## src/rtl/tqvp_cattuto_ws2812b_multi.sv

```systemverilog
// Multi-channel WS2812B strip driver: one shared serial bit stream gated per channel by a mask sampled at start.
// Optional macro WS2812B_BRIGHTNESS_EN scales each colour byte by BRIGHT at pixel load.
module tqvp_cattuto_ws2812b_multi #(
    parameter int NUM_CH = 2,
    parameter int T_BIT  = 80,
    parameter int T0H    = 26,
    parameter int T1H    = 51,
    parameter int T_RES  = 3840
) (
    input  logic       clk,
    input  logic       rst_n,
    input  logic [7:0] ui_in,
    output logic [7:0] uo_out,
    input  logic [3:0] address,
    input  logic       data_write,
    input  logic [7:0] data_in,
    output logic [7:0] data_out
);

    localparam int CMAX = (T_BIT > T_RES) ? T_BIT : T_RES;
    localparam int CW   = $clog2(CMAX + 1);

    typedef enum logic [2:0] {IDLE, LOAD, HIGH, LOW, LATCH} state_t;

    state_t              state, state_d;
    logic                ready;
    logic [7:0]          g_q, r_q, b_q;
    logic [NUM_CH-1:0]   chmask, act_mask, out_q;
    logic [5:0]          count, count_d;
    logic                latch_q, set_q;
    logic [23:0]         shift, shift_d, pix_word;
    logic [4:0]          bit_idx, bit_idx_d;
    logic [CW-1:0]       cnt, cnt_d;
    logic                wr_ok, ctrl_wr;

    wire unused_ok = &{1'b0, ui_in};

    assign wr_ok   = data_write && ready;
    assign ctrl_wr = wr_ok && (address == 4'd0);

`ifdef WS2812B_BRIGHTNESS_EN
    logic [7:0] bright;

    function automatic logic [7:0] scale(input logic [7:0] c, input logic [7:0] k);
        logic [16:0] p;
        p = 17'(c) * 17'({1'b0, k} + 9'd1);
        return p[15:8];
    endfunction

    assign pix_word = set_q ? {scale(g_q, bright), scale(r_q, bright), scale(b_q, bright)} : 24'h0;

    always_ff @(posedge clk or negedge rst_n) begin
        if (!rst_n)                             bright <= 8'hFF;
        else if (wr_ok && address == 4'd6)      bright <= data_in;
    end
`else
    assign pix_word = set_q ? {g_q, r_q, b_q} : 24'h0;
`endif

    // Counters load "duration - 1" so a phase ends on the cycle cnt reads zero.
    function automatic logic [CW-1:0] hi_len(input logic b);
        return b ? CW'(T1H - 1) : CW'(T0H - 1);
    endfunction

    function automatic logic [CW-1:0] lo_len(input logic b);
        return b ? CW'(T_BIT - T1H - 1) : CW'(T_BIT - T0H - 1);
    endfunction

    always_comb begin
        state_d   = state;
        count_d   = count;
        shift_d   = shift;
        bit_idx_d = bit_idx;
        cnt_d     = cnt;
        case (state)
            IDLE: if (ctrl_wr) state_d = LOAD;
            LOAD: begin
                if (count != 6'd0) begin
                    state_d   = HIGH;
                    shift_d   = pix_word;
                    bit_idx_d = 5'd23;
                    cnt_d     = hi_len(pix_word[23]);
                end else if (latch_q) begin
                    state_d = LATCH;
                    cnt_d   = CW'(T_RES - 1);
                end else begin
                    state_d = IDLE;
                end
            end
            HIGH: begin
                if (cnt == '0) begin
                    state_d = LOW;
                    cnt_d   = lo_len(shift[23]);
                end else begin
                    cnt_d = cnt - 1'b1;
                end
            end
            LOW: begin
                if (cnt != '0) begin
                    cnt_d = cnt - 1'b1;
                end else if (bit_idx == 5'd0) begin
                    state_d = LOAD;
                    count_d = count - 6'd1;
                end else begin
                    state_d   = HIGH;
                    shift_d   = {shift[22:0], 1'b0};
                    bit_idx_d = bit_idx - 5'd1;
                    cnt_d     = hi_len(shift[22]);
                end
            end
            LATCH: begin
                if (cnt == '0) state_d = IDLE;
                else           cnt_d   = cnt - 1'b1;
            end
            default: state_d = IDLE;
        endcase
    end

    // Line level follows the next state so outputs come straight from flops.
    always_ff @(posedge clk or negedge rst_n) begin
        if (!rst_n) begin
            state <= IDLE;
            ready <= 1'b1;
            out_q <= '0;
        end else begin
            state <= state_d;
            ready <= (state_d == IDLE);
            out_q <= (state_d == HIGH) ? act_mask : '0;
        end
    end

    always_ff @(posedge clk or negedge rst_n) begin
        if (!rst_n) begin
            g_q      <= 8'h00;
            r_q      <= 8'h00;
            b_q      <= 8'h00;
            chmask   <= NUM_CH'(1);
            act_mask <= NUM_CH'(1);
            count    <= 6'd0;
            latch_q  <= 1'b0;
            set_q    <= 1'b0;
            shift    <= 24'h0;
            bit_idx  <= 5'd0;
            cnt      <= '0;
        end else begin
            shift   <= shift_d;
            bit_idx <= bit_idx_d;
            cnt     <= cnt_d;
            count   <= count_d;
            if (wr_ok) begin
                case (address)
                    4'd1: g_q    <= data_in;
                    4'd2: r_q    <= data_in;
                    4'd3: b_q    <= data_in;
                    4'd5: chmask <= data_in[NUM_CH-1:0];
                    default: ;
                endcase
            end
            if (ctrl_wr) begin
                latch_q  <= data_in[7];
                set_q    <= data_in[6];
                count    <= data_in[5:0];
                act_mask <= chmask;
            end
        end
    end

    always_comb begin
        data_out = 8'h00;
        case (address)
            4'd0: data_out = {7'b0, ready};
            4'd5: data_out[NUM_CH-1:0] = chmask;
            default: ;
        endcase
    end

    always_comb begin
        uo_out = 8'h00;
        uo_out[NUM_CH:1] = out_q;
    end

endmodule

```

## config.mk

```make
export PLATFORM = sky130hd
export DESIGN_NAME = tqvp_cattuto_ws2812b_multi
export DESIGN_NICKNAME = d
export VERILOG_FILES = /design/src/rtl/tqvp_cattuto_ws2812b_multi.sv
export SDC_FILE = /design/constraint.sdc
export NUM_CORES = 1
export LEC_CHECK = 0
export BUFFER_PORTS_ARGS = -buffer_cell sky130_fd_sc_hd__buf_4
export CORE_AREA = 2 2 80 101
export CTS_CLUSTER_DIAMETER = 40
export DETAILED_ROUTE_END_ITERATION = 10
export DIE_AREA = 0 0 82 103
export PLACE_DENSITY_LB_ADDON = 0.08
export SLEW_MARGIN = 10
export SYNTH_ARGS = -nofsm -noshare
export SYNTH_HDL_FRONTEND = slang
export SYNTH_SLANG_ARGS = --single-unit
```

## constraint.sdc

```tcl
create_clock -name clk -period 4.76 [get_ports clk]
set_input_delay 0.476 -clock clk [delete_from_list [all_inputs] [get_ports clk]]
set_output_delay 0.476 -clock clk [all_outputs]
set_load 0.01 [all_outputs]
```

After elaboration in Yosys (flattened, before gate mapping)

Index checks and enable logic that the tools add are counted.

Register bits after elaboration: 83
Bits in latches: 0
RAM bits: 0
Bits in read-only memories: 0
Input port bits: 23
Memories: 0

Add/subtract/negate cells: 3
Multipliers: 0
Div/mod/pow operators: 0
$lt $le $gt $ge: 0
Eq/ne operators: 16
Shift-type cells: 0
Mux-type cells: 33
Bitwise logic cells: 0
Reduce and logical (&&, ||, !) cells: 20

Operators by type and width:

| operator              | number |
|---|---|
| $mux 24               | 4 |
| $mux 12               | 6 |
| $pmux 12 s4           | 1 |
| $pmux 24 s2           | 1 |
| $mux 6                | 7 |
| $mux 3                | 6 |
| $mux 5                | 3 |
| $pmux 3 s5            | 1 |
| $logic_not 12->1      | 1 |
| $reduce_bool 12->1    | 1 |
| $sub 12x1->12 const B | 1 |
| $ne 2x2->1 const B    | 5 |
| $pmux 5 s2            | 1 |
| $eq 3x2->1 const B    | 3 |
| $eq 4x2->1 const B    | 2 |
| $reduce_and 2->1      | 4 |
| $reduce_and 4->1      | 2 |
| $logic_not 3->1       | 2 |
| $ne 3x3->1 const B    | 2 |
| $reduce_bool 2->1     | 3 |
| $reduce_bool 6->1     | 1 |
| $sub 6x1->6 const B   | 1 |
| $logic_not 5->1       | 1 |
| $sub 5x1->5 const B   | 1 |
| 10 further kinds      | 12 |

Logic depth before layout (Yosys ltp)

Depth after elaboration: 6
Mapped depth: 9

Worst setup path after synthesis

Ideal clock, no wire load.

Path type: reg2reg
Start point: reg count[0]
End point: reg cnt[2]
Arrival: 2.245 ns
Data required time: 4.639 ns
Slack: 2.394 ns
Cell stages (with the launch flop): 9
Buffers on the path: 1
Period minus slack after synthesis: 2.366 ns
Cells stage by stage: dfrtp_1 inv_1 ha_1 or3b_2 o21ai_0 o211ai_2 or2_1 buf_2 a22o_1

Cells in the longest elaborated chain, start to end: 3
Elaborated cells between the ends (all ways): 5
Classes of those cells: 1 x eq/ne; 2 x mux; 2 x reduce/logical

RTL lines:

| what                                                             | line | text |
|---|---|---|
| start, declared                                                  | 29   | `logic [5:0] count, count_d;` |
| start signal, assigned                                           | 149  | `count <= count_d;` |
| start signal, assigned                                           | 162  | `count <= data_in[5:0];` |
| $reduce_bool 6->1 *                                              | 78   | `if (count != 6'd0) begin` |
| $ne 3x3->1 (no line) / $mux 12 (equally long branches)           | n/a  |  |
| $reduce_and 4->1 (no line) / $pmux 12 s4 (equally long branches) | n/a  |  |
| end signal, assigned                                             | 148  | `cnt <= cnt_d;` |
| end, declared                                                    | 33   | `logic [CW-1:0] cnt, cnt_d;` |

Mark *: on every way between the ends. The rest lies on a longest branch, timed or not.
A chain may end at the register's enable or synchronous reset.

Worst setup path in the final report

Start point: reg count[0]
End point: reg cnt[8]

Same word-level chain as after synthesis.

==> metrics.md <==
| Metric | Value |
|---|---|
| Layout cell share with drive strength beyond 1 | `17.66%` |
| Clk_lat worst skew | `360 ps` |
| Crit path DAT | `3530 ps` |
| Status | `finished clean` |
| Metal-1 WL | `4183 um` |
| Core box area | `7567 um2` |
| WHS | `303.8 ps` |
| Final HPWL DP | `6428 um` |
| Setup ws final | `1479 ps` |
| Vias in the first global route | `about 3.2k` |
| Worst VDD drop | `0.3269 mV` |
| Reg2Reg Setup Slack | `approximately 1500 ps` |
| Largest incremental delay on the critical path | `730 ps` |
| Row cnt | `36` |
| Total CTS buffers | `9` |
| Fin crit period | `3281 ps` |
| CP cell instances | `inv_1 > ha_1 > or3b_2 > o21ai_0 > o211ai_2 > or2_1 > a32o_1` |
| Final RePlAce weighted congestion | `0.8486` |
| Top Metal Used | `met4` |
| GRT overflow | `0` |
| CTS tree | `done` |
| R2R Path Start | `count[0]$_DFFE_PN0P_` |
| 1st-pass router iterations | `5` |
| TNS Setup | `0 ps` |
| Switching share of power | `40.58%` |
| H-tree depth | `3` |
| Seq/Total Area, Yosys | `47.32%` |
| Final instance area | `4730 um2` |
| Setup crit start kind | `flip-flop` |
| Vias | `approximately 3.5k` |
| Maximum Capacitance Violations | `0` |
| Total Power | `2.700 mW` |
| First-pass GRT wire length | `15660 um` |
| Die area | `8446 um2` |
| Combinational power share | `between 30% and 40%` |
| Syn Std Cell Area | `4397 um2` |
| Antenna Nets Post-Route | `0` |
| FF-to-FF End | `cnt[8]$_DFFE_PN0P_` |
| Met2 wire len | `4720 um` |
| Final setup violating endpoints | `0` |
| CTS max path bufs | `2` |
| Initial Utilization | `58.10%` |
| Final wirelength | `slightly below 10000 um` |
| Mean Syn Cell Area | `approximately 9.6 um2` |
| Met3 routed WL | `416 um` |
| Most frequent cells in the layout | `80 x dfrtp_1, 46 x nor2_1, 39 x nand2_1, 33 x a31oi_1, 32 x mux2_2` |
| Hold Path Class | `in -> async` |
| Place WS | `1553 ps` |
| Worst rel slew slack | `30.42%` |
| Fin util | `between 60% and 70%` |
| Clock transition at path regs | `approximately 90 ps` |
| Total track usage | `around a quarter` |
| Clock Power Share | `17.2%` |
| Kind of critical path | `reg -> reg` |
| Clk sinks | `83` |
| Slowest CP cell | `o21ai_0` |
| Register area | `~2100 um2` |
| N_diodes | `0` |
| Placed Cells incl. Taps | `between 500 and 600` |
| Commonest non-fill, non-tap cell in the layout | `dfrtp_1` |
| # IOs | `39` |
| Pleak | `2.003 nW` |
| Crit path capture type | `flip-flop` |
| Net Switching | `1.096 mW` |
| DIE HEIGHT | `103 um` |
| #FFs+latches synth | `a little over 80` |
| Power per cell area | `around 570 nW/um2` |
| Nets@finish | `approximately 490` |
| Hold-fix buffers at CTS | `0` |
| Post-synth EDFFs | `0` |
| Primary FF master, synth | `dfrtp_1` |
| Synth unique cells | `58` |
| Gate Count Post-Synth | `between 400 and 500` |
| Pins Over Slew Limit | `0` |
| RSZ-0062 raised after global routing | `false` |
| P_int | `~1.6 mW` |
| Worst reg2reg path depth | `7` |
| Required @ worst endpoint | `5010 ps` |
| Post-CTS Setup Bufs | `0` |
| Drt drc | `0` |
| Max Clock Freq | `304.8 MHz` |
| 1st-iter DRT viols | `264` |
| Worst Max-Slew Pin Slew | `1044 ps` |
| Placed cell areas | `4553 um2` |
| Largest net degree at the start of global routing | `84` |
| Wire per inst | `17.04 um` |
| Flop pwr share | `about 45%` |
| Synth warn | `0` |
| Final period utilization | `a little under 70%` |
| I/O Buffers | `18` |
| Fillers | `~650` |
| Post-CTS Resized | `0` |
| Area grow syn2layout | `7.570%` |
| Via density per instance | `about 6.2` |
| Final Hold Violating Endpoints | `0` |
| Ys async rst share | `between 90% and 100%` |
| Clock Tree Root | `clkbuf_8` |
| Die Wd | `~82 um` |
| Initial antenna violation count | `0` |
| Post-Layout Cell Count | `565` |
| Multi-input logic area | `approximately 2100 um2` |
| Final Skew | `about 7.7 ps` |
| CP Max Fanout | `12` |
-- flip-flops by register name, indices dropped and copies added (netlist names), 3 cells and up --
name     count
b_q          8
bit_idx      5
cnt         12
count        6
g_q          8
r_q          8
shift       24
state        3
-- worst max-delay path, delay by kind of cell (launching register included) --
family / cells / cell delay [ps]
fa+ha+maj: 1 / 190
buf+inv: 1 / 90
simple gates: 2 / 990
compound gates: 3 / 1500
flops: 1 / 400
-- metal layers --
| layer | vias up | global-route usage [%] |
|---|---|---|
| li1 | 1664 | - |
| met3 | 23 | 4.116 |
| met2 | 124 | 40.40 |
| met4 | 0 | 12.05 |
| met1 | 1704 | 31.89 |
| met5 | - | 0 |
-- power groups by stage --
stage | clock [mW] | sequential, mW | combinational, mW
finish | 0.466 | 1.21 | 1.02
global route | 0.509 | 1.25 | 1.16
CTS | 0.478 | 1.21 | 1.03
detailed placement | 0 | 1.22 | 1.02
global placement | 0 | 1.21 | 0.997
floorplan | 0 | 1.12 | 0.860
-- synthesized netlist by cell type, types with 3 or more instances --
cell	count	area, um2
a21oi_1	20	100.1
nand4_1	3	18.77
nand3b_1	3	22.52
xor2_1	5	43.79
dfrtp_1	80	2002
nand3_1	30	150.1
buf_1	3	11.26
ha_1	5	62.56
o22ai_1	8	50.05
nor3_1	12	60.06
nor4_1	5	31.28
nand2_1	39	146.4
clkbuf_1	18	67.56
mux2_2	32	360.4
or2_2	3	18.77
inv_1	11	41.29
buf_4	12	90.09
a22o_1	6	52.55
nand2b_1	3	18.77
o21ai_0	15	75.07
a31oi_1	33	206.5
o31ai_1	5	37.54
and3_1	5	31.28
dfstp_2	3	78.83
mux2i_1	5	50.05
buf_2	5	25.02
nor3b_1	5	37.54
nor2_1	46	172.7
-- kinds of logic (layout without fill, tap and decap cells) --
kind of cell | count (synthesis) | after routing | synth area share (%)
AO/OA/AOI/OAI | 107 | 107 | 15.85
multiplexers | 37 | 37 | 9.334
other | 1 | 12 | 0.08529
buffers and inverters | 49 | 50 | 5.350
flip-flops | 83 | 83 | 47.33
adder cells (fa/ha/maj) | 5 | 5 | 1.423
XOR/XNOR | 6 | 6 | 1.195
AND/OR/NAND/NOR | 170 | 170 | 19.44
-- worst max-delay path by stage --
stage	start	endpoint	slack, ps	cells after the start
after floorplan	count[0]$_DFFE_PN0P_	cnt[2]$_DFFE_PN0P_	2390	8
after CTS	count[0]$_DFFE_PN0P_	cnt[8]$_DFFE_PN0P_	1540	7
after detailed placement	count[0]$_DFFE_PN0P_	cnt[8]$_DFFE_PN0P_	1550	7
after global placement	count[0]$_DFFE_PN0P_	cnt[8]$_DFFE_PN0P_	1610	7
after global routing	state[0]$_DFF_PN0_	shift[8]$_DFFE_PN0P_	1170	6
final	count[0]$_DFFE_PN0P_	cnt[8]$_DFFE_PN0P_	1480	7
-- cell type report --
class	instances	share of cell area, %
Clock buffer	11	2.989
Clock inverter	5	0.7407
Inverter	11	0.8730
Multi-Input combinational cell	337	45.24
Sequential cell	83	43.99
Tap cell	95	2.513
Timing Repair Buffer	23	3.651
Note: power is estimated with default switching activity, not from simulation.
